[src/rtl/posit_extract_arbiter_pkg.sv]
// Shared definitions for the posit field-extraction arbiter: width helpers,
// source-index width and the special posit bit patterns.
package posit_extract_arbiter_pkg;

    // Number of requesters sharing the datapath is two, so one index bit.
    localparam int SRC_W = 1;

    // Smallest r with 2**r >= value; used to size the regime run-length field.
    function automatic int log2_ceil(input int value);
        int result;
        result = 0;
        for (int i = 0; i < 31; i++) begin
            if ((32'sd1 <<< i) < value) begin
                result = i + 1;
            end
        end
        return result;
    endfunction

    // NaR pattern for an n-bit posit: a one in the sign position, zeros below.
    function automatic logic [63:0] nar_pattern(input int n);
        return 64'd1 << (n - 1);
    endfunction

    // Zero pattern for an n-bit posit: all n bits clear.
    function automatic logic [63:0] zero_pattern(input int n);
        return ((64'd1 << n) - 64'd1) & 64'd0;
    endfunction

endpackage

[src/rtl/posit_extract_arbiter_if.sv]
// Handshake bundle of the posit extraction arbiter: two requester ports and
// the decoded-result port. The slave modport is the arbiter's view.
interface posit_extract_arbiter_if
    import posit_extract_arbiter_pkg::*;
#(
    parameter int N  = 16,
    parameter int ES = 2
);
    localparam int BS = log2_ceil(N);

    logic [N-1:0]     in0_data;
    logic             in0_valid;
    logic             in0_ready;
    logic [N-1:0]     in1_data;
    logic             in1_valid;
    logic             in1_ready;
    logic             out_valid;
    logic             out_ready;
    logic [SRC_W-1:0] out_src;
    logic             out_sign;
    logic             out_zero;
    logic             out_nar;
    logic [BS:0]      out_k;
    logic [ES-1:0]    out_exp;
    logic [N-ES-1:0]  out_mant;

    modport slave (
        input  in0_data, in0_valid, in1_data, in1_valid, out_ready,
        output in0_ready, in1_ready, out_valid, out_src, out_sign,
        output out_zero, out_nar, out_k, out_exp, out_mant
    );

    modport master (
        output in0_data, in0_valid, in1_data, in1_valid, out_ready,
        input  in0_ready, in1_ready, out_valid, out_src, out_sign,
        input  out_zero, out_nar, out_k, out_exp, out_mant
    );

endinterface

[src/rtl/posit_extract_arbiter_regime_decode.sv]
// Combinational regime/exponent/mantissa decode of a posit magnitude with the
// sign bit already stripped. Bits shifted in past the end of the word read 0.
module posit_regime_decode
    import posit_extract_arbiter_pkg::*;
#(
    parameter int N  = 16,
    parameter int ES = 2,
    parameter int BS = log2_ceil(N)
) (
    input  logic [N-2:0]    body_i,
    output logic [BS:0]     k_o,
    output logic [ES-1:0]   exp_o,
    output logic [N-ES-1:0] mant_o
);
    localparam int BW = N - 1;

    logic          lead_s;
    logic [BW-1:0] flip_s;
    logic [BS-1:0] run_s;
    logic          hit_s;
    logic [BS:0]   shamt_s;
    logic [BW-1:0] shifted_s;

    // Leading-run length: invert a ones-run so both cases become a zero count.
    always_comb begin
        lead_s = body_i[BW-1];
        flip_s = lead_s ? ~body_i : body_i;
        run_s  = {BS{1'b0}};
        hit_s  = 1'b0;
        for (int i = BW - 1; i >= 0; i--) begin
            if (!hit_s) begin
                if (flip_s[i]) begin
                    hit_s = 1'b1;
                end else begin
                    run_s = run_s + {{(BS-1){1'b0}}, 1'b1};
                end
            end else begin
                hit_s = 1'b1;
            end
        end
    end

    // Regime value and field alignment: skip the run plus its terminating bit.
    always_comb begin
        if (lead_s) begin
            k_o = {1'b0, run_s} - {{BS{1'b0}}, 1'b1};
        end else begin
            k_o = {(BS+1){1'b0}} - {1'b0, run_s};
        end
        shamt_s   = {1'b0, run_s} + {{BS{1'b0}}, 1'b1};
        shifted_s = body_i << shamt_s;
        exp_o     = shifted_s[BW-1 -: ES];
        mant_o    = {shifted_s[BW-ES-1:0], 1'b0};
    end

endmodule

[src/rtl/posit_extract_arbiter.sv]
// Two-requester round-robin front end feeding a shared 2-stage posit field
// extraction pipeline. Stage 1: special cases, sign, magnitude. Stage 2:
// regime/exponent/mantissa decode. Results carry the source index.
// Optional macro POSIT_ARB_STATS_EN adds saturating per-requester grant counters.
module posit_extract_arbiter
    import posit_extract_arbiter_pkg::*;
#(
    parameter int N  = 16,
    parameter int ES = 2
) (
    input  logic clk,
    input  logic rst,
    posit_extract_arbiter_if.slave bus
`ifdef POSIT_ARB_STATS_EN
    ,
    output logic [15:0] grant_cnt0,
    output logic [15:0] grant_cnt1
`endif
);
    localparam int BS = log2_ceil(N);
    localparam int KW = BS + 1;
    localparam int MW = N - ES;
    localparam logic [63:0]  NAR_W  = nar_pattern(N);
    localparam logic [63:0]  ZERO_W = zero_pattern(N);
    localparam logic [N-2:0] ONE_B  = {{(N-2){1'b0}}, 1'b1};

    // Pipeline control
    logic s1_adv_s;
    logic s2_adv_s;

    // Arbitration
    logic         grant_s;
    logic         accept_s;
    logic         ptr_q;
    logic         ptr_d;
    logic [N-1:0] sel_word_s;
    logic [N-2:0] sel_body_s;

    // Stage 1 registers
    logic         s1_valid_q;
    logic         s1_src_q;
    logic         s1_sign_q;
    logic         s1_zero_q;
    logic         s1_nar_q;
    logic [N-2:0] s1_body_q;

    // Decoder outputs
    logic [KW-1:0] dec_k_s;
    logic [ES-1:0] dec_exp_s;
    logic [MW-1:0] dec_mant_s;

    // Stage 2 / output registers
    logic          out_valid_q;
    logic          out_src_q;
    logic          out_sign_q;
    logic          out_zero_q;
    logic          out_nar_q;
    logic [KW-1:0] out_k_q;
    logic [ES-1:0] out_exp_q;
    logic [MW-1:0] out_mant_q;

    assign s2_adv_s = !out_valid_q || bus.out_ready;
    assign s1_adv_s = !s1_valid_q || s2_adv_s;

    // Grant selection: pointer breaks ties, a lone valid wins outright.
    always_comb begin
        if (bus.in0_valid && bus.in1_valid) begin
            grant_s = ptr_q;
        end else if (bus.in1_valid) begin
            grant_s = 1'b1;
        end else begin
            grant_s = 1'b0;
        end
        accept_s = s1_adv_s && (bus.in0_valid || bus.in1_valid) && !rst;
        if (accept_s) begin
            ptr_d = ~grant_s;
        end else begin
            ptr_d = ptr_q;
        end
    end

    assign bus.in0_ready = accept_s && !grant_s;
    assign bus.in1_ready = accept_s && grant_s;

    // Granted word and its magnitude below the sign bit (two's complement when negative).
    always_comb begin
        sel_word_s = grant_s ? bus.in1_data : bus.in0_data;
        if (sel_word_s[N-1]) begin
            sel_body_s = ~sel_word_s[N-2:0] + ONE_B;
        end else begin
            sel_body_s = sel_word_s[N-2:0];
        end
    end

    // Round-robin pointer: after a transfer the other requester gets priority.
    always_ff @(posedge clk or posedge rst) begin
        if (rst) begin
            ptr_q <= 1'b0;
        end else begin
            ptr_q <= ptr_d;
        end
    end

    // Stage 1: capture sign, special-case flags and magnitude of the accepted word.
    always_ff @(posedge clk or posedge rst) begin
        if (rst) begin
            s1_valid_q <= 1'b0;
            s1_src_q   <= 1'b0;
            s1_sign_q  <= 1'b0;
            s1_zero_q  <= 1'b0;
            s1_nar_q   <= 1'b0;
            s1_body_q  <= {(N-1){1'b0}};
        end else if (s1_adv_s) begin
            s1_valid_q <= accept_s;
            if (accept_s) begin
                s1_src_q  <= grant_s;
                s1_sign_q <= sel_word_s[N-1];
                s1_zero_q <= (sel_word_s == ZERO_W[N-1:0]);
                s1_nar_q  <= (sel_word_s == NAR_W[N-1:0]);
                s1_body_q <= sel_body_s;
            end
        end
    end

    posit_regime_decode #(
        .N  (N),
        .ES (ES),
        .BS (BS)
    ) u_regime_decode (
        .body_i (s1_body_q),
        .k_o    (dec_k_s),
        .exp_o  (dec_exp_s),
        .mant_o (dec_mant_s)
    );

    // Stage 2: register decoded fields; zero and NaR force the fields to 0.
    always_ff @(posedge clk or posedge rst) begin
        if (rst) begin
            out_valid_q <= 1'b0;
            out_src_q   <= 1'b0;
            out_sign_q  <= 1'b0;
            out_zero_q  <= 1'b0;
            out_nar_q   <= 1'b0;
            out_k_q     <= {KW{1'b0}};
            out_exp_q   <= {ES{1'b0}};
            out_mant_q  <= {MW{1'b0}};
        end else if (s2_adv_s) begin
            out_valid_q <= s1_valid_q;
            if (s1_valid_q) begin
                out_src_q  <= s1_src_q;
                out_sign_q <= s1_sign_q;
                out_zero_q <= s1_zero_q;
                out_nar_q  <= s1_nar_q;
                if (s1_zero_q || s1_nar_q) begin
                    out_k_q    <= {KW{1'b0}};
                    out_exp_q  <= {ES{1'b0}};
                    out_mant_q <= {MW{1'b0}};
                end else begin
                    out_k_q    <= dec_k_s;
                    out_exp_q  <= dec_exp_s;
                    out_mant_q <= dec_mant_s;
                end
            end
        end
    end

    assign bus.out_valid = out_valid_q;
    assign bus.out_src   = out_src_q;
    assign bus.out_sign  = out_sign_q;
    assign bus.out_zero  = out_zero_q;
    assign bus.out_nar   = out_nar_q;
    assign bus.out_k     = out_k_q;
    assign bus.out_exp   = out_exp_q;
    assign bus.out_mant  = out_mant_q;

`ifdef POSIT_ARB_STATS_EN
    logic [15:0] cnt0_q;
    logic [15:0] cnt1_q;

    // Per-requester accepted-transfer counters, saturating at all ones.
    always_ff @(posedge clk or posedge rst) begin
        if (rst) begin
            cnt0_q <= 16'h0000;
            cnt1_q <= 16'h0000;
        end else begin
            if (accept_s && !grant_s && (cnt0_q != 16'hFFFF)) begin
                cnt0_q <= cnt0_q + 16'd1;
            end
            if (accept_s && grant_s && (cnt1_q != 16'hFFFF)) begin
                cnt1_q <= cnt1_q + 16'd1;
            end
        end
    end

    assign grant_cnt0 = cnt0_q;
    assign grant_cnt1 = cnt1_q;
`endif

endmodule

[src/flat_wrapper.sv]
// flat-port wrapper written by rule: the top's interface ports become plain ports
module posit_extract_arbiter_flat import posit_extract_arbiter_pkg::*;
#(
    parameter int N  = 16,
    parameter int ES = 2
)
  (clk, rst, bus_in0_data, bus_in0_valid, bus_in1_data, bus_in1_valid, bus_out_ready, bus_in0_ready, bus_in1_ready, bus_out_valid, bus_out_src, bus_out_sign, bus_out_zero, bus_out_nar, bus_out_k, bus_out_exp, bus_out_mant);
  posit_extract_arbiter_if #(.N(N), .ES(ES)) bus_i ();
  input  logic clk;
  input  logic rst;
  input wire logic [$bits(bus_i.in0_data)-1:0] bus_in0_data;
  input wire logic [$bits(bus_i.in0_valid)-1:0] bus_in0_valid;
  input wire logic [$bits(bus_i.in1_data)-1:0] bus_in1_data;
  input wire logic [$bits(bus_i.in1_valid)-1:0] bus_in1_valid;
  input wire logic [$bits(bus_i.out_ready)-1:0] bus_out_ready;
  output wire logic [$bits(bus_i.in0_ready)-1:0] bus_in0_ready;
  output wire logic [$bits(bus_i.in1_ready)-1:0] bus_in1_ready;
  output wire logic [$bits(bus_i.out_valid)-1:0] bus_out_valid;
  output wire logic [$bits(bus_i.out_src)-1:0] bus_out_src;
  output wire logic [$bits(bus_i.out_sign)-1:0] bus_out_sign;
  output wire logic [$bits(bus_i.out_zero)-1:0] bus_out_zero;
  output wire logic [$bits(bus_i.out_nar)-1:0] bus_out_nar;
  output wire logic [$bits(bus_i.out_k)-1:0] bus_out_k;
  output wire logic [$bits(bus_i.out_exp)-1:0] bus_out_exp;
  output wire logic [$bits(bus_i.out_mant)-1:0] bus_out_mant;
  assign bus_i.in0_data = bus_in0_data;
  assign bus_i.in0_valid = bus_in0_valid;
  assign bus_i.in1_data = bus_in1_data;
  assign bus_i.in1_valid = bus_in1_valid;
  assign bus_i.out_ready = bus_out_ready;
  assign bus_in0_ready = bus_i.in0_ready;
  assign bus_in1_ready = bus_i.in1_ready;
  assign bus_out_valid = bus_i.out_valid;
  assign bus_out_src = bus_i.out_src;
  assign bus_out_sign = bus_i.out_sign;
  assign bus_out_zero = bus_i.out_zero;
  assign bus_out_nar = bus_i.out_nar;
  assign bus_out_k = bus_i.out_k;
  assign bus_out_exp = bus_i.out_exp;
  assign bus_out_mant = bus_i.out_mant;
  posit_extract_arbiter #(.N(N), .ES(ES)) u_core (.clk(clk), .rst(rst), .bus(bus_i));
endmodule
[config.mk]
export PLATFORM = sky130hd
export DESIGN_NAME = posit_extract_arbiter_flat
export DESIGN_NICKNAME = d
export VERILOG_FILES = /design/src/rtl/posit_extract_arbiter_pkg.sv /design/src/rtl/posit_extract_arbiter_if.sv /design/src/rtl/posit_extract_arbiter_regime_decode.sv /design/src/rtl/posit_extract_arbiter.sv /design/src/flat_wrapper.sv
export SDC_FILE = /design/constraint.sdc
export NUM_CORES = 1
export LEC_CHECK = 0
export BUFFER_PORTS_ARGS = -buffer_cell sky130_fd_sc_hd__buf_2
export CAP_MARGIN = 20
export CORE_UTILIZATION = 34
export DETAILED_ROUTE_END_ITERATION = 10
export HOLD_SLACK_MARGIN = 0.05
export PLACE_DENSITY_LB_ADDON = 0.3
export SYNTH_ARGS = -nofsm -noshare
export SYNTH_HDL_FRONTEND = slang
export SYNTH_SLANG_ARGS = --single-unit
[constraint.sdc]
create_clock -name clk -period 8.7 [get_ports clk]
set_input_delay 1.74 -clock clk [delete_from_list [all_inputs] [get_ports clk]]
set_output_delay 1.74 -clock clk [all_outputs]
set_load 0.05 [all_outputs]
* Yosys cells after proc, flatten, opt, wreduce, memory -nomap -nowiden
Index checks and enable logic that the tools add are counted.
** Operators by class
- Shift-type cells :: 1
- Reductions and logical operators :: 16
- Multiplexer cells :: 65
- Bitwise gates (word level) :: 3
- Eq/ne operators :: 1
- $add $sub $neg :: 18
** Operator list (number)
- $mux W4 :: 28
- $add A4 B1 Y4 const B :: 14
- $mux W1 :: 30
- $mux W15 :: 2
- $not A15 Y15 :: 2
- $eq A16 B16 Y1 const B :: 1
- $logic_not A16 Y1 :: 1
- $mux W16 :: 1
- $add A15 B1 Y15 const B :: 1
- $shl A15 B5 Y15 :: 1
- $mux W14 :: 1
- $mux W5 :: 2
- $add A4 B1 Y5 const B :: 1
- $logic_and A1 B1 Y1 :: 5
- $sub A1 B4 Y5 const A :: 1
- $sub A4 B1 Y5 const B :: 1
- $logic_not A1 Y1 :: 4
- $logic_or A1 B1 Y1 :: 4
- $reduce_and A2 Y1 :: 2
- $mux W2 :: 1
- $not A1 Y1 :: 1
** Word-level totals
- Word-level logic and storage cells :: 119
- Register bits after elaboration :: 47
- Input bits :: 37
- Output and inout port bits :: 28

* Depth between registers and ports, before layout
Gate-level depths: netlist (run 1).
- Depth after elaboration :: 48
- Gate-level depth with buffers :: 40
- Gate-level depth less buffers :: 35

* By module
Synthesis (run 1) repeated with hierarchy kept, for this count alone.
** Unflattened totals
- Cells, all modules :: 537
- Area total of the unflattened synthesis :: 4491.8 um^2
** Modules (own cells, without submodules)
- posit_extract_arbiter :: instances 1, cells an instance 265, area each 2467.4 um^2, seq. area each 1176.1 um^2
- posit_regime_decode :: instances 1, cells an instance 272, area each 2024.4 um^2, seq. area each 0.0 um^2

* Worst setup path after synthesis (run 1)
Ideal clock, no wire load.
- Path type :: register -> register
- Start point :: reg u_core.s1_body_q[14]
- End point :: reg u_core.out_exp_q[0] (netlist: u_core.bus.out_exp[0])
- Buffers on the path :: 6
- Data required time :: 8578 ps
- Data arrival time :: 7782 ps
- Setup time :: 122 ps
- Cell stages (with the launch flop) :: 39
- Slack :: 797 ps
- Clock period less this slack :: 7903 ps
- Cells stage by stage :: dfrtp_1 buf_2 buf_2 buf_2 buf_2 nand2_1 o21ai_0 ha_1 a2111oi_0 a41o_1 nand2_1 a32o_1 ha_1 mux2_2 ha_1 a22o_1 a22o_1 ha_1 [3 not listed] mux2i_1 a21oi_1 ha_1 mux2_2 ha_1 mux2_2 nor2_1 a21oi_1 inv_1 a21oi_1 inv_1 ha_1 buf_1 clkbuf_1 nor2_1 mux2i_1 nand2_1 a32o_1
** On the way
- Cells in the longest elaborated chain, start to end :: 48
- Elaborated cells on any way between the ends :: 75
- Classes of those cells :: 15 x add/sub; 1 x shift; 58 x mux; 1 x bitwise
** Ends and longest elaborated chain
- start: declaration :: line posit_extract_arbiter.sv:45 : logic [N-2:0] s1_body_q;
- start signal: assignment :: line posit_extract_arbiter.sv:112 : s1_body_q <= {(N-1){1'b0}};
- start signal: assignment :: line posit_extract_arbiter.sv:120 : s1_body_q <= sel_body_s;
- $not A15 Y15 :: line posit_extract_arbiter_regime_decode.sv:27 : flip_s = lead_s ? ~body_i : body_i;
- $mux W15 :: line posit_extract_arbiter_regime_decode.sv:27
- $mux W1 :: line posit_extract_arbiter_regime_decode.sv:32 : if (flip_s[i]) begin
- $add A4 B1 Y4 :: line posit_extract_arbiter_regime_decode.sv:35 : run_s = run_s + {{(BS-1){1'b0}}, 1'b1};
- $mux W4 :: line posit_extract_arbiter_regime_decode.sv:32
- $mux W4 :: line posit_extract_arbiter_regime_decode.sv:31 : if (!hit_s) begin
- $add A4 B1 Y4 :: line posit_extract_arbiter_regime_decode.sv:35
- $mux W4 :: line posit_extract_arbiter_regime_decode.sv:32
- [32 not listed]
- $mux W4 :: line posit_extract_arbiter_regime_decode.sv:32
- $mux W4 :: line posit_extract_arbiter_regime_decode.sv:31
- $add A4 B1 Y4 :: line posit_extract_arbiter_regime_decode.sv:35
- $mux W4 :: line posit_extract_arbiter_regime_decode.sv:32
- $mux W4 :: line posit_extract_arbiter_regime_decode.sv:31
- $add A4 B1 Y5 :: line posit_extract_arbiter_regime_decode.sv:50 : shamt_s = {1'b0, run_s} + {{BS{1'b0}}, 1'b1};
- $shl A15 B5 Y15 (*) :: line posit_extract_arbiter_regime_decode.sv:51 : shifted_s = body_i << shamt_s;
- $mux W2 (*) :: line posit_extract_arbiter.sv:154 : if (s1_zero_q || s1_nar_q) begin
- end signal: assignment :: line posit_extract_arbiter.sv:145 : out_exp_q <= {ES{1'b0}};
- end signal: assignment :: line posit_extract_arbiter.sv:156 : out_exp_q <= {ES{1'b0}};
- end signal: assignment :: line posit_extract_arbiter.sv:160 : out_exp_q <= dec_exp_s;
- end: declaration :: line posit_extract_arbiter.sv:59 : logic [ES-1:0] out_exp_q;
Mark *: on every way between the ends. The rest lies on a longest branch, timed or not.
A chain may end at the register's enable or synchronous reset.

* Final worst setup path (run 1)
- Start point :: reg u_core.s1_body_q[11]
- End point :: reg u_core.out_exp_q[0] (netlist: u_core.bus.out_exp[0])
** On the way
- Cells in the longest elaborated chain, start to end :: 40
- Elaborated cells on any way between the ends :: 52
- Classes of those cells :: 12 x add/sub; 1 x shift; 38 x mux; 1 x bitwise
** Ends and longest elaborated chain (line)
- $not A15 Y15 :: posit_extract_arbiter_regime_decode.sv:27
- $mux W15 :: posit_extract_arbiter_regime_decode.sv:27
- $mux W4 :: posit_extract_arbiter_regime_decode.sv:32
- $mux W4 :: posit_extract_arbiter_regime_decode.sv:31
- $add A4 B1 Y4 :: posit_extract_arbiter_regime_decode.sv:35
- $mux W4 :: posit_extract_arbiter_regime_decode.sv:32
- $mux W4 :: posit_extract_arbiter_regime_decode.sv:31
- $add A4 B1 Y4 :: posit_extract_arbiter_regime_decode.sv:35
- [24 not listed]
- $mux W4 :: posit_extract_arbiter_regime_decode.sv:32
- $mux W4 :: posit_extract_arbiter_regime_decode.sv:31
- $add A4 B1 Y4 :: posit_extract_arbiter_regime_decode.sv:35
- $mux W4 :: posit_extract_arbiter_regime_decode.sv:32
- $mux W4 :: posit_extract_arbiter_regime_decode.sv:31
- $add A4 B1 Y5 :: posit_extract_arbiter_regime_decode.sv:50
- $shl A15 B5 Y15 (*) :: posit_extract_arbiter_regime_decode.sv:51
- $mux W2 (*) :: posit_extract_arbiter.sv:154
Marks and branches as above.

==> results of run 1 <==
## final timing paths
kind | start | endpoint | slack [ns]
max in group asynchronous | rst | u_core.bus.out_k[2]$_DFFE_PP0P_ | 6.94
worst max register to register | u_core.s1_body_q[11]$_DFFE_PP0P_ | u_core.bus.out_exp[0]$_DFFE_PP0P_ | 0.54
worst min-delay path | u_core.bus.out_k[1]$_DFFE_PP0P_ | u_core.bus.out_k[1]$_DFFE_PP0P_ | 0.48
min in group asynchronous | rst | u_core.bus.out_valid$_DFFE_PP0P_ | 1.32
worst max-delay path | u_core.s1_body_q[11]$_DFFE_PP0P_ | u_core.bus.out_exp[0]$_DFFE_PP0P_ | 0.54
worst min register to register | u_core.bus.out_k[1]$_DFFE_PP0P_ | u_core.bus.out_k[1]$_DFFE_PP0P_ | 0.48
## layout make-up
| class | count | area (sq um) |
|---|---|---|
| repair buffers | 71 | 388 |
| clock buffers | 6 | 129 |
| fillers | 1134 | 6870 |
| well taps | 143 | 179 |
| flip-flops and latches | 46 | 1150 |
| multi-input cells | 375 | 2770 |
| inverters | 11 | 41.3 |
| clock inverters | 2 | 37.5 |
## per-layer routing
metal / GRT usage / part of all wire / up-vias
li1: - / - / 1754
met1: 0.215 / 0.48 / 1612
met2: 0.258 / 0.47 / 82
met3: 0.0234 / 0.042 / 6
met4: 0.0270 / 0.0047 / 0
met5: 0 / 0 / -
## sequential cells by signal (all words and copies together) (netlist names)
register,flops
u_core.s1_sign_q,1
u_core.bus.out_sign,1
u_core.bus.out_src,1
u_core.s1_body_q,15
u_core.s1_src_q,1
u_core.bus.out_zero,1
u_core.bus.out_exp,2
u_core.bus.out_nar,1
u_core.bus.out_k,5
u_core.s1_nar_q,1
u_core.s1_zero_q,1
u_core.ptr_q,1
u_core.s1_valid_q,1
u_core.bus.out_valid,1
u_core.bus.out_mant,13
## power groups by stage
stage / registers (uW) / logic, uW / clock network, uW
5_1_grt: 361 / 1100 / 228
2_1_floorplan: 472 / 674 / 0
4_1_cts: 350 / 1000 / 218
3_3_place_gp: 350 / 974 / 0
3_5_place_dp: 354 / 997 / 0
6_report: 349 / 1000 / 215
## per-stage QoR
step,std cells,hold WS [ns],cell area [sq um],setup slack [ns]
finish,654,0.478,4700,0.538
global placement,645,0.462,4510,0.753
floorplan,464,0.442,4100,0.797
global route,654,0.513,4700,0.0215
detailed placement,645,0.471,4510,0.417
CTS,653,0.484,4670,0.367
## placed cells by master (no fill, tap or decap), drive strengths merged, types with 3 or more instances in the layout
| master | instances |
|---|---|
| o31ai | 4 |
| a22o | 3 |
| and2 | 5 |
| dfrtp | 46 |
| clkbuf | 6 |
| xor2 | 14 |
| nand2b | 6 |
| nand3 | 8 |
| buf | 71 |
| o22ai | 3 |
| mux2 | 7 |
| ha | 12 |
| a21oi | 16 |
| nor2b | 5 |
| nor3 | 13 |
| inv | 11 |
| nand4 | 4 |
| o21ai | 44 |
| a31oi | 4 |
| or2 | 5 |
| nand2 | 70 |
| mux2i | 50 |
| nor2 | 26 |
| a211oi | 3 |
| xnor2 | 22 |
| a32o | 8 |
## cell families after synthesis
kind of cell    after synthesis  synth area share
mux                          58             0.147
flops                        46             0.281
compound gates              106             0.188
buf+inv                      43            0.0470
fa+ha+maj                    12            0.0366
simple gates                161             0.196
other cells                   1          0.000914
xor+xnor                     37             0.104
## worst register-to-register path: cells and delay by family, from the launching register on
family / cells / cell delay, ns
fa+ha+maj: 8 / 2.46
compound gates: 10 / 2.04
mux: 6 / 1.34
simple gates: 5 / 1.28
buf+inv: 4 / 0.47
flops: 1 / 0.47
==> results.py, run 1 <==
metrics = {
    "timing": {
        "rsz0062_at_grt": "no",
        "fin_crit_ns": 8.16,
        "finalCritPeriodShare": 0.938,
        "finalSetupTns_ns": 0,
        "drv_slew": 0,
        "finalHoldViolCount": 0,
        "setup_viol": 0,
        "slew_headroom": 0.378,
        "worst_pin_slew_ns": 0.934,
        "timing.fmax_ghz": 0.123,
        "clock_skew_ns": 0.00732,
    },
    "logic_synthesis": {
        "yosys_warnings": 0,
        "synth_area_leaders": "dfrtp_1 (28%), mux2i_1 (12%), nand2_1 (6.3%)",
        "yosysMostFrequentCell": "nand2_1",
        "ys.flop_type": "dfrtp_1",
        "yosysTopAreaCell": "dfrtp_1",
        "synth_nets": 513,
        "ys_async_sr_fraction": 1.00,
        "syn_avg_cell_area_sq_um": 8.84,
        "synth-seq-cells": 46,
        "netlist_area_sq_mm": 0.00410,
        "synth.distinct_cells": 81,
        "synth-edff-count": 0,
        "synth_seq_area_share": 0.281,
        "synth_top_area_frac": 0.281,
        "synthTopCellsByCount": "nand2_1 (69), mux2i_1 (50), dfrtp_1 (46)",
        "synthCells": 464,
    },
    "grt": {
        "grt_overflow": 0,
        "grt_usage": 0.155,
        "grt_pass1_vias": 3385,
        "grt_antenna_before_repair": 0,
        "grt_pass1_wl_mm": 16.2,
        "grt_max_degree": 47,
    },
    "critical_path": {
        "cp.depth": 33,
        "critPathRequiredTime_ns": 8.87,
        "critical_path.endpoint_type": "register",
        "cp_max_fo": 14,
        "crit_buf_inv": 4,
        "cp-start-kind": "register",
        "max_stage_delay_ns": 0.60,
        "crit_type": "reg2reg",
        "crit_arrival_ns": 8.33,
        "reg2reg_depth": 33,
        "critPathSlowestCell": "or4_4",
        "path_common_cell": "ha_1",
        "crit_family": "adder cells",
    },
    "final_layout": {
        "nNetsFinal": 559,
        "drive_gt1_frac": 0.233,
        "area_growth_pct": 14.6,
        "final_util": 0.406,
        "diodes": 0,
    },
    "die": {
        "die_h_um": 112,
        "fp.coreArea_sq_mm": 0.0116,
        "ios": 65,
        "start_util": 0.355,
        "die-area_sq_mm": 0.0125,
        "die_x_um": 112,
        "rows": 39,
    },
    "route": {
        "dr.pass1.iters": 11,
        "drtIter0Drc": 220,
        "viasPerCell": 5.28,
        "ant_nets": 0,
        "wl_per_cell_um": 14.3,
        "routed_wl_mm": 9.37,
        "drc": 5,
        "num_vias": 3454,
    },
    "power": {
        "p_int_uw": 801,
        "finalPower_uw": 1570,
        "p_per_area_mw_per_mm2": 333,
        "p_comb_frac": 0.640,
        "ir_drop_mv": 0.107,
        "p_seq_frac": 0.223,
        "p_leak_uw": 0.00218,
        "power_switching_uw": 765,
        "switching_share": 0.488,
        "p_clk_frac": 0.138,
    },
    "min_path": {
        "min_path_cells": 2,
        "min_path_type": "reg2reg",
    },
    "cts": {
        "cts_tree": "built",
        "cts.clk_slew.worst_paths_ns": 0.06,
        "cts-root-buf": "clkbuf_16",
        "postCtsHoldBufs": 0,
        "post_cts_buffers": 0,
        "cts.sinks": 46,
        "numCtsBuffers": 5,
        "cts.htree.levels": 2,
        "clk_path_buf_depth": 2,
        "cts_resized": 0,
        "insertion_delay_ns": 0.29,
    },
    "placement": {
        "io_buffer_count": 63,
        "hpwl_mm": 7.39,
        "globalplace.congestion": 0.851,
    },
    "outcome": {
        "outcome": "complete, but fails checks",
        "violations": "DRC",
    },
    "job": {
        "cap_violations": 0,
    },
}
No activity file was read; power rests on OpenSTA's default activity.
==> run 2, diff against run 1 <==
--- a/config.mk
+++ b/config.mk
@@ -7,6 +7,8 @@
 export LEC_CHECK = 0
 export BUFFER_PORTS_ARGS = -buffer_cell sky130_fd_sc_hd__buf_2
 export CAP_MARGIN = 20
+export CELL_PAD_IN_SITES_DETAIL_PLACEMENT = 1
+export CELL_PAD_IN_SITES_GLOBAL_PLACEMENT = 1
 export CORE_UTILIZATION = 34
 export DETAILED_ROUTE_END_ITERATION = 10
 export HOLD_SLACK_MARGIN = 0.05
==> run 2 against run 1 <==
Against the previous run:
- the run still ends with DRC left
- global-route usage up 1.7 points
- worst hold slack worse by 0.0072 ns
- design area down 0.45%
- sequential share of layout area up 0.11 points
- routed wire length up 13%
- flip-flop and latch count unchanged
==> results.py, run 2 (same netlist as run 1, synthesis figures left out) <==
metrics = {
    "min_path": {
        "min_path_type": "reg2reg",
        "hp-start": "u_core.bus.out_k[0]$_DFFE_PP0P_",
    },
    "placement": {
        "hpwl_mm": 8.30,
        "globalplace.congestion": 0.860,
        "io_buffer_count": 63,
        "dp_slack_ns": 0.343,
        "placed_cells": 645,
    },
    "timing": {
        "fin_crit_ns": 8.27,
        "drv_slew": 0,
        "rsz0062_at_grt": "no",
        "slew_headroom": 0.330,
        "worst_pin_slew_ns": 1.01,
        "clock_skew_ns": 0.00682,
        "hold_slack_ns": 0.470,
        "finalSetupTns_ns": 0,
        "timing.fmax_ghz": 0.121,
        "finalHoldViolCount": 0,
        "finalCritPeriodShare": 0.951,
        "setup_viol": 0,
        "worst_slack_ns": 0.428,
    },
    "route": {
        "ant_nets": 0,
        "num_vias": 3476,
        "viasPerCell": 5.32,
        "routed_wl_mm": 10.6,
        "dr.pass1.iters": 9,
        "drc": 5,
        "drtIter0Drc": 160,
        "wl_per_cell_um": 16.2,
    },
    "critical_path": {
        "critical_path.endpoint_type": "register",
        "critPathRequiredTime_ns": 8.86,
        "max_stage_delay_ns": 0.60,
        "cp_max_fo": 10,
        "critPathSlowestCell": "or4_4",
        "path_common_cell": "ha_1",
        "r2r_start": "u_core.s1_body_q[11]$_DFFE_PP0P_",
        "crit_type": "reg2reg",
        "crit_arrival_ns": 8.43,
        "cp-start-kind": "register",
        "cp-startpoint": "u_core.s1_body_q[11]$_DFFE_PP0P_",
    },
    "final_layout": {
        "layout_commonest_cell": "nand2_1",
        "largest_reg_flops": 15,
        "fin_cells": 653,
        "diodes": 0,
        "drive_gt1_frac": 0.235,
        "final_cell_mix": "nand2_1 (69), buf_2 (63), mux2i_1 (50), dfrtp_1 (46), o21ai_0 (36)",
        "area_growth_pct": 14.1,
        "nNetsFinal": 558,
        "regMostFlops": "u_core.s1_body_q",
    },
    "die": {
        "start_util": 0.355,
        "die-area_sq_mm": 0.0125,
        "fp.coreArea_sq_mm": 0.0116,
        "rows": 39,
        "die_h_um": 112,
        "ios": 65,
        "die_x_um": 112,
    },
    "cts": {
        "cts_tree": "built",
        "cts.clk_slew.worst_paths_ns": 0.06,
        "numCtsBuffers": 5,
        "insertion_delay_ns": 0.28,
        "cts.sinks": 46,
        "cts.htree.levels": 2,
        "clk_path_buf_depth": 2,
        "cts-root-buf": "clkbuf_16",
        "postCtsHoldBufs": 0,
    },
    "grt": {
        "grt_overflow": 0,
        "grt_usage": 0.172,
        "grt_pass1_vias": 3517,
        "grt_max_degree": 40,
        "grt_pass1_wl_mm": 17.8,
        "grt_antenna_before_repair": 0,
    },
    "outcome": {
        "outcome": "complete, but fails checks",
        "violations": "DRC",
    },
    "job": {
        "cap_violations": 0,
    },
    "power": {
        "p_leak_uw": 0.00217,
        "p_per_area_mw_per_mm2": 336,
        "ir_drop_mv": 0.115,
    },
}
[run 2: power breakdown]
part | internal (uW) | total [uW] | leakage [uW] | switching [uW]
registers | 279 | 354 | 0.000579 | 75.7
logic | 387 | 1020 | 0.00151 | 632
clock network | 123 | 201 | 0.0000801 | 78.1
[run 2: worst paths after layout]
kind | endpoint | slack [ns] | cells after the start
min in group asynchronous | u_core.bus.out_valid$_DFFE_PP0P_ | 1.48 | 2
max | u_core.bus.out_mant[13]$_DFFE_PP0P_ | 0.43 | 33
max in group asynchronous | u_core.bus.out_exp[1]$_DFFE_PP0P_ | 6.46 | 3
max reg2reg | u_core.bus.out_mant[13]$_DFFE_PP0P_ | 0.43 | 33
min | u_core.bus.out_k[0]$_DFFE_PP0P_ | 0.47 | 2
min reg2reg | u_core.bus.out_k[0]$_DFFE_PP0P_ | 0.47 | 2
[run 2: cell type report]
cell class | count | area [sq um]
Multi-Input combinational cell | 375 | 2780
Tap cell | 143 | 179
Sequential cell | 46 | 1150
Clock buffer | 7 | 153
Inverter | 11 | 41.3
Timing Repair Buffer | 70 | 368
Fill cell | 1359 | 6890
Clock inverter | 1 | 8.76
[run 2: critical path, delay by kind of cell, from the launching register on]
kind / cells / cell delay, ns
xor gates and xnor gates: 1 / 0.57
and+or+nand+nor: 6 / 1.11
AOI/OAI and AO/OA: 11 / 2.11
muxes: 5 / 1.42
adders and majority gates: 8 / 2.34
buffers and inverters: 2 / 0.15
DFF: 1 / 0.47
[run 2: timing repair]
action	4_1_cts	5_1_grt
setup buffers	0	0
gates resized for setup	0	3
setup endpoints to repair	0	10
[run 2: through the flow]
stage               total power [uW]  cell area (sq um)  utilization
floorplan                       1150               4100            -
global placement                1330               4510        0.390
detailed placement              1370               4510        0.390
CTS                             1580               4670        0.404
global route                    1680               4680        0.405
finish                          1570               4680        0.405
[run 2: per-layer routing]
layer / global-route usage / part of all wire
met5: 0 / 0
met4: 0.0198 / 0.0032
met3: 0.0218 / 0.024
met2: 0.297 / 0.48
met1: 0.236 / 0.49
==> run 3, diff against run 2 <==
--- a/config.mk
+++ b/config.mk
@@ -9,7 +9,7 @@
 export CAP_MARGIN = 20
 export CELL_PAD_IN_SITES_DETAIL_PLACEMENT = 1
 export CELL_PAD_IN_SITES_GLOBAL_PLACEMENT = 1
-export CORE_UTILIZATION = 34
+export CORE_UTILIZATION = 44
 export DETAILED_ROUTE_END_ITERATION = 10
 export HOLD_SLACK_MARGIN = 0.05
 export PLACE_DENSITY_LB_ADDON = 0.3
==> run 3 against run 2 <==
Against the previous run:
- via count increased by 3.3%
- the run still ends with DRC left
- clock power decreased by 28%
- sequential share of layout area increased by 0.52 points
- largest power group unchanged
- first-iteration DRC count decreased by 28%
- sequential power decreased by 1%
- clock skew increased by 0.011 ns
- power decreased by 3.7%
- design area decreased by 2.1%
- non-clock buffer count unchanged
- cell count decreased by 5.4%
- worst hold slack improved by 0.0097 ns
==> results.py, run 3 (same netlist as run 1, synthesis figures left out) <==
metrics = {
    "timing": {
        "finalHoldViolCount": 0,
        "setup_viol": 0,
        "worst_pin_slew_ns": 0.968,
        "rsz0062_at_grt": "no",
        "fin_crit_ns": 8.16,
        "clock_skew_ns": 0.0181,
        "slew_headroom": 0.354,
        "timing.fmax_ghz": 0.123,
        "finalCritPeriodShare": 0.937,
        "finalSetupTns_ns": 0,
        "drv_slew": 0,
    },
    "final_layout": {
        "drive_gt1_frac": 0.235,
        "fill_cells": 1086,
        "fin_area_sq_mm": 0.00458,
        "layout_commonest_cell": "nand2_1",
        "area_growth_pct": 11.7,
        "regMostFlops": "u_core.s1_body_q",
        "register_area_sq_mm": 0.00115,
        "largest_reg_flops": 15,
        "final_cell_mix": "nand2_1 (69), buf_2 (63), mux2i_1 (50), dfrtp_1 (46), o21ai_0 (36)",
        "diodes": 0,
        "nNetsFinal": 558,
        "multi_input_area_sq_mm": 0.00279,
        "fin_cells": 618,
    },
    "critical_path": {
        "reg2reg_to": "u_core.bus.out_exp[1]$_DFFE_PP0P_",
        "crit_type": "reg2reg",
        "critPathSlowestCell": "or4_4",
        "max_stage_delay_ns": 0.59,
        "endpoint": "u_core.bus.out_exp[1]$_DFFE_PP0P_",
        "cp-start-kind": "register",
        "critical_path.endpoint_type": "register",
        "crit_arrival_ns": 8.36,
        "reg2reg_depth": 35,
        "critPathRequiredTime_ns": 8.91,
        "r2r_start": "u_core.s1_body_q[11]$_DFFE_PP0P_",
        "cp-startpoint": "u_core.s1_body_q[11]$_DFFE_PP0P_",
        "r2r_slack_ns": 0.54,
        "path_common_cell": "ha_1",
        "cp_max_fo": 10,
    },
    "route": {
        "wl_per_cell_um": 17.5,
        "drtIter0Drc": 116,
        "routed_wl_mm": 10.8,
        "ant_nets": 0,
        "dr.pass1.iters": 9,
        "num_vias": 3589,
        "drc": 3,
        "viasPerCell": 5.81,
    },
    "outcome": {
        "outcome": "complete, but fails checks",
        "violations": "DRC",
    },
    "cts": {
        "insertion_delay_ns": 0.32,
        "cts_tree": "built",
        "cts.sinks": 46,
        "clk_path_buf_depth": 2,
        "cts.clk_slew.worst_paths_ns": 0.10,
        "cts.htree.levels": 2,
        "postCtsHoldBufs": 0,
        "numCtsBuffers": 5,
        "cts-root-buf": "clkbuf_8",
    },
    "grt": {
        "grt_pass1_vias": 3710,
        "grt_antenna_before_repair": 0,
        "grt_overflow": 0,
        "grt_max_degree": 47,
        "grt_pass1_wl_mm": 18.1,
        "grt_usage": 0.231,
    },
    "placement": {
        "dpl_cell_area_sq_mm": 0.00446,
        "hpwl_mm": 8.60,
        "placed_cells": 610,
        "io_buffer_count": 63,
        "globalplace.congestion": 0.855,
    },
    "power": {
        "p_leak_uw": 0.00214,
        "switching_share": 0.521,
        "p_per_area_mw_per_mm2": 331,
        "p_clk_frac": 0.095,
        "p_comb_frac": 0.674,
        "p_seq_frac": 0.230,
        "ir_drop_mv": 0.116,
        "power_switching_uw": 790,
        "p_int_uw": 726,
        "finalPower_uw": 1520,
    },
    "die": {
        "die_h_um": 98.5,
        "start_util": 0.461,
        "rows": 34,
        "fp.coreArea_sq_mm": 0.00889,
        "die_x_um": 98.5,
        "ios": 65,
        "die-area_sq_mm": 0.00971,
    },
    "min_path": {
        "min_path_type": "reg2reg",
    },
    "job": {
        "cap_violations": 0,
    },
}
## run 3: power by group through the flow
stage	logic [uW]	registers [uW]	clock network [uW]
after floorplan	674	472	0
after global placement	975	350	0
after detailed placement	1010	354	0
after CTS	1020	349	146
after global routing	1110	360	154
final	1020	349	144
## run 3: critical path: cells and delay by family, from the launching register on
family                     cells  cell delay, ns
buffers and inverters          4            0.46
and+or+nand+nor                6            1.08
AOI/OAI and AO/OA             11            2.21
DFF                            1            0.49
adders and majority gates      8            2.51
muxes                          6            1.29
## run 3: layout make-up
| type | count | area share |
|---|---|---|
| Timing Repair Buffer | 70 | 0.0803 |
| Inverter | 11 | 0.00901 |
| Clock buffer | 5 | 0.0150 |
| Sequential cell | 46 | 0.251 |
| Tap cell | 108 | 0.0295 |
| Clock inverter | 3 | 0.00574 |
| Multi-Input combinational cell | 375 | 0.609 |
## run 3: per-layer routing
layer | share of wire | GRT usage | up-vias
li1 | - | - | 1753
met5 | 0 | 0 | -
met1 | 0.45 | 0.281 | 1778
met2 | 0.53 | 0.439 | 48
met3 | 0.018 | 0.0298 | 10
met4 | 0.0081 | 0.0379 | 0
## run 3: worst min-delay path by stage
stage | start | end | cells past startpoint
finish | u_core.bus.out_k[2]$_DFFE_PP0P_ | u_core.bus.out_k[2]$_DFFE_PP0P_ | 2
global route | u_core.bus.out_k[4]$_DFFE_PP0P_ | u_core.bus.out_k[4]$_DFFE_PP0P_ | 2
CTS | u_core.bus.out_k[4]$_DFFE_PP0P_ | u_core.bus.out_k[4]$_DFFE_PP0P_ | 2
detailed placement | u_core.bus.out_k[4]$_DFFE_PP0P_ | u_core.bus.out_k[4]$_DFFE_PP0P_ | 2
global placement | u_core.bus.out_k[2]$_DFFE_PP0P_ | u_core.bus.out_k[2]$_DFFE_PP0P_ | 2
floorplan | u_core.s1_src_q$_DFFE_PP0P_ | u_core.s1_src_q$_DFFE_PP0P_ | 2
## run 3: through the flow
| step | utilization | setup slack (ns) | hold slack [ns] |
|---|---|---|---|
| after floorplan | - | 0.797 | 0.442 |
| after global placement | 0.502 | 0.610 | 0.460 |
| after detailed placement | 0.502 | 0.321 | 0.467 |
| after CTS | 0.513 | 0.309 | 0.490 |
| after global routing | 0.515 | 0.0919 | 0.515 |
| final | 0.515 | 0.544 | 0.480 |
## run 3: repair_timing
action,CTS,global route
endpoints found under the setup margin,0,12
buffers inserted,0,0
resized for setup,0,5
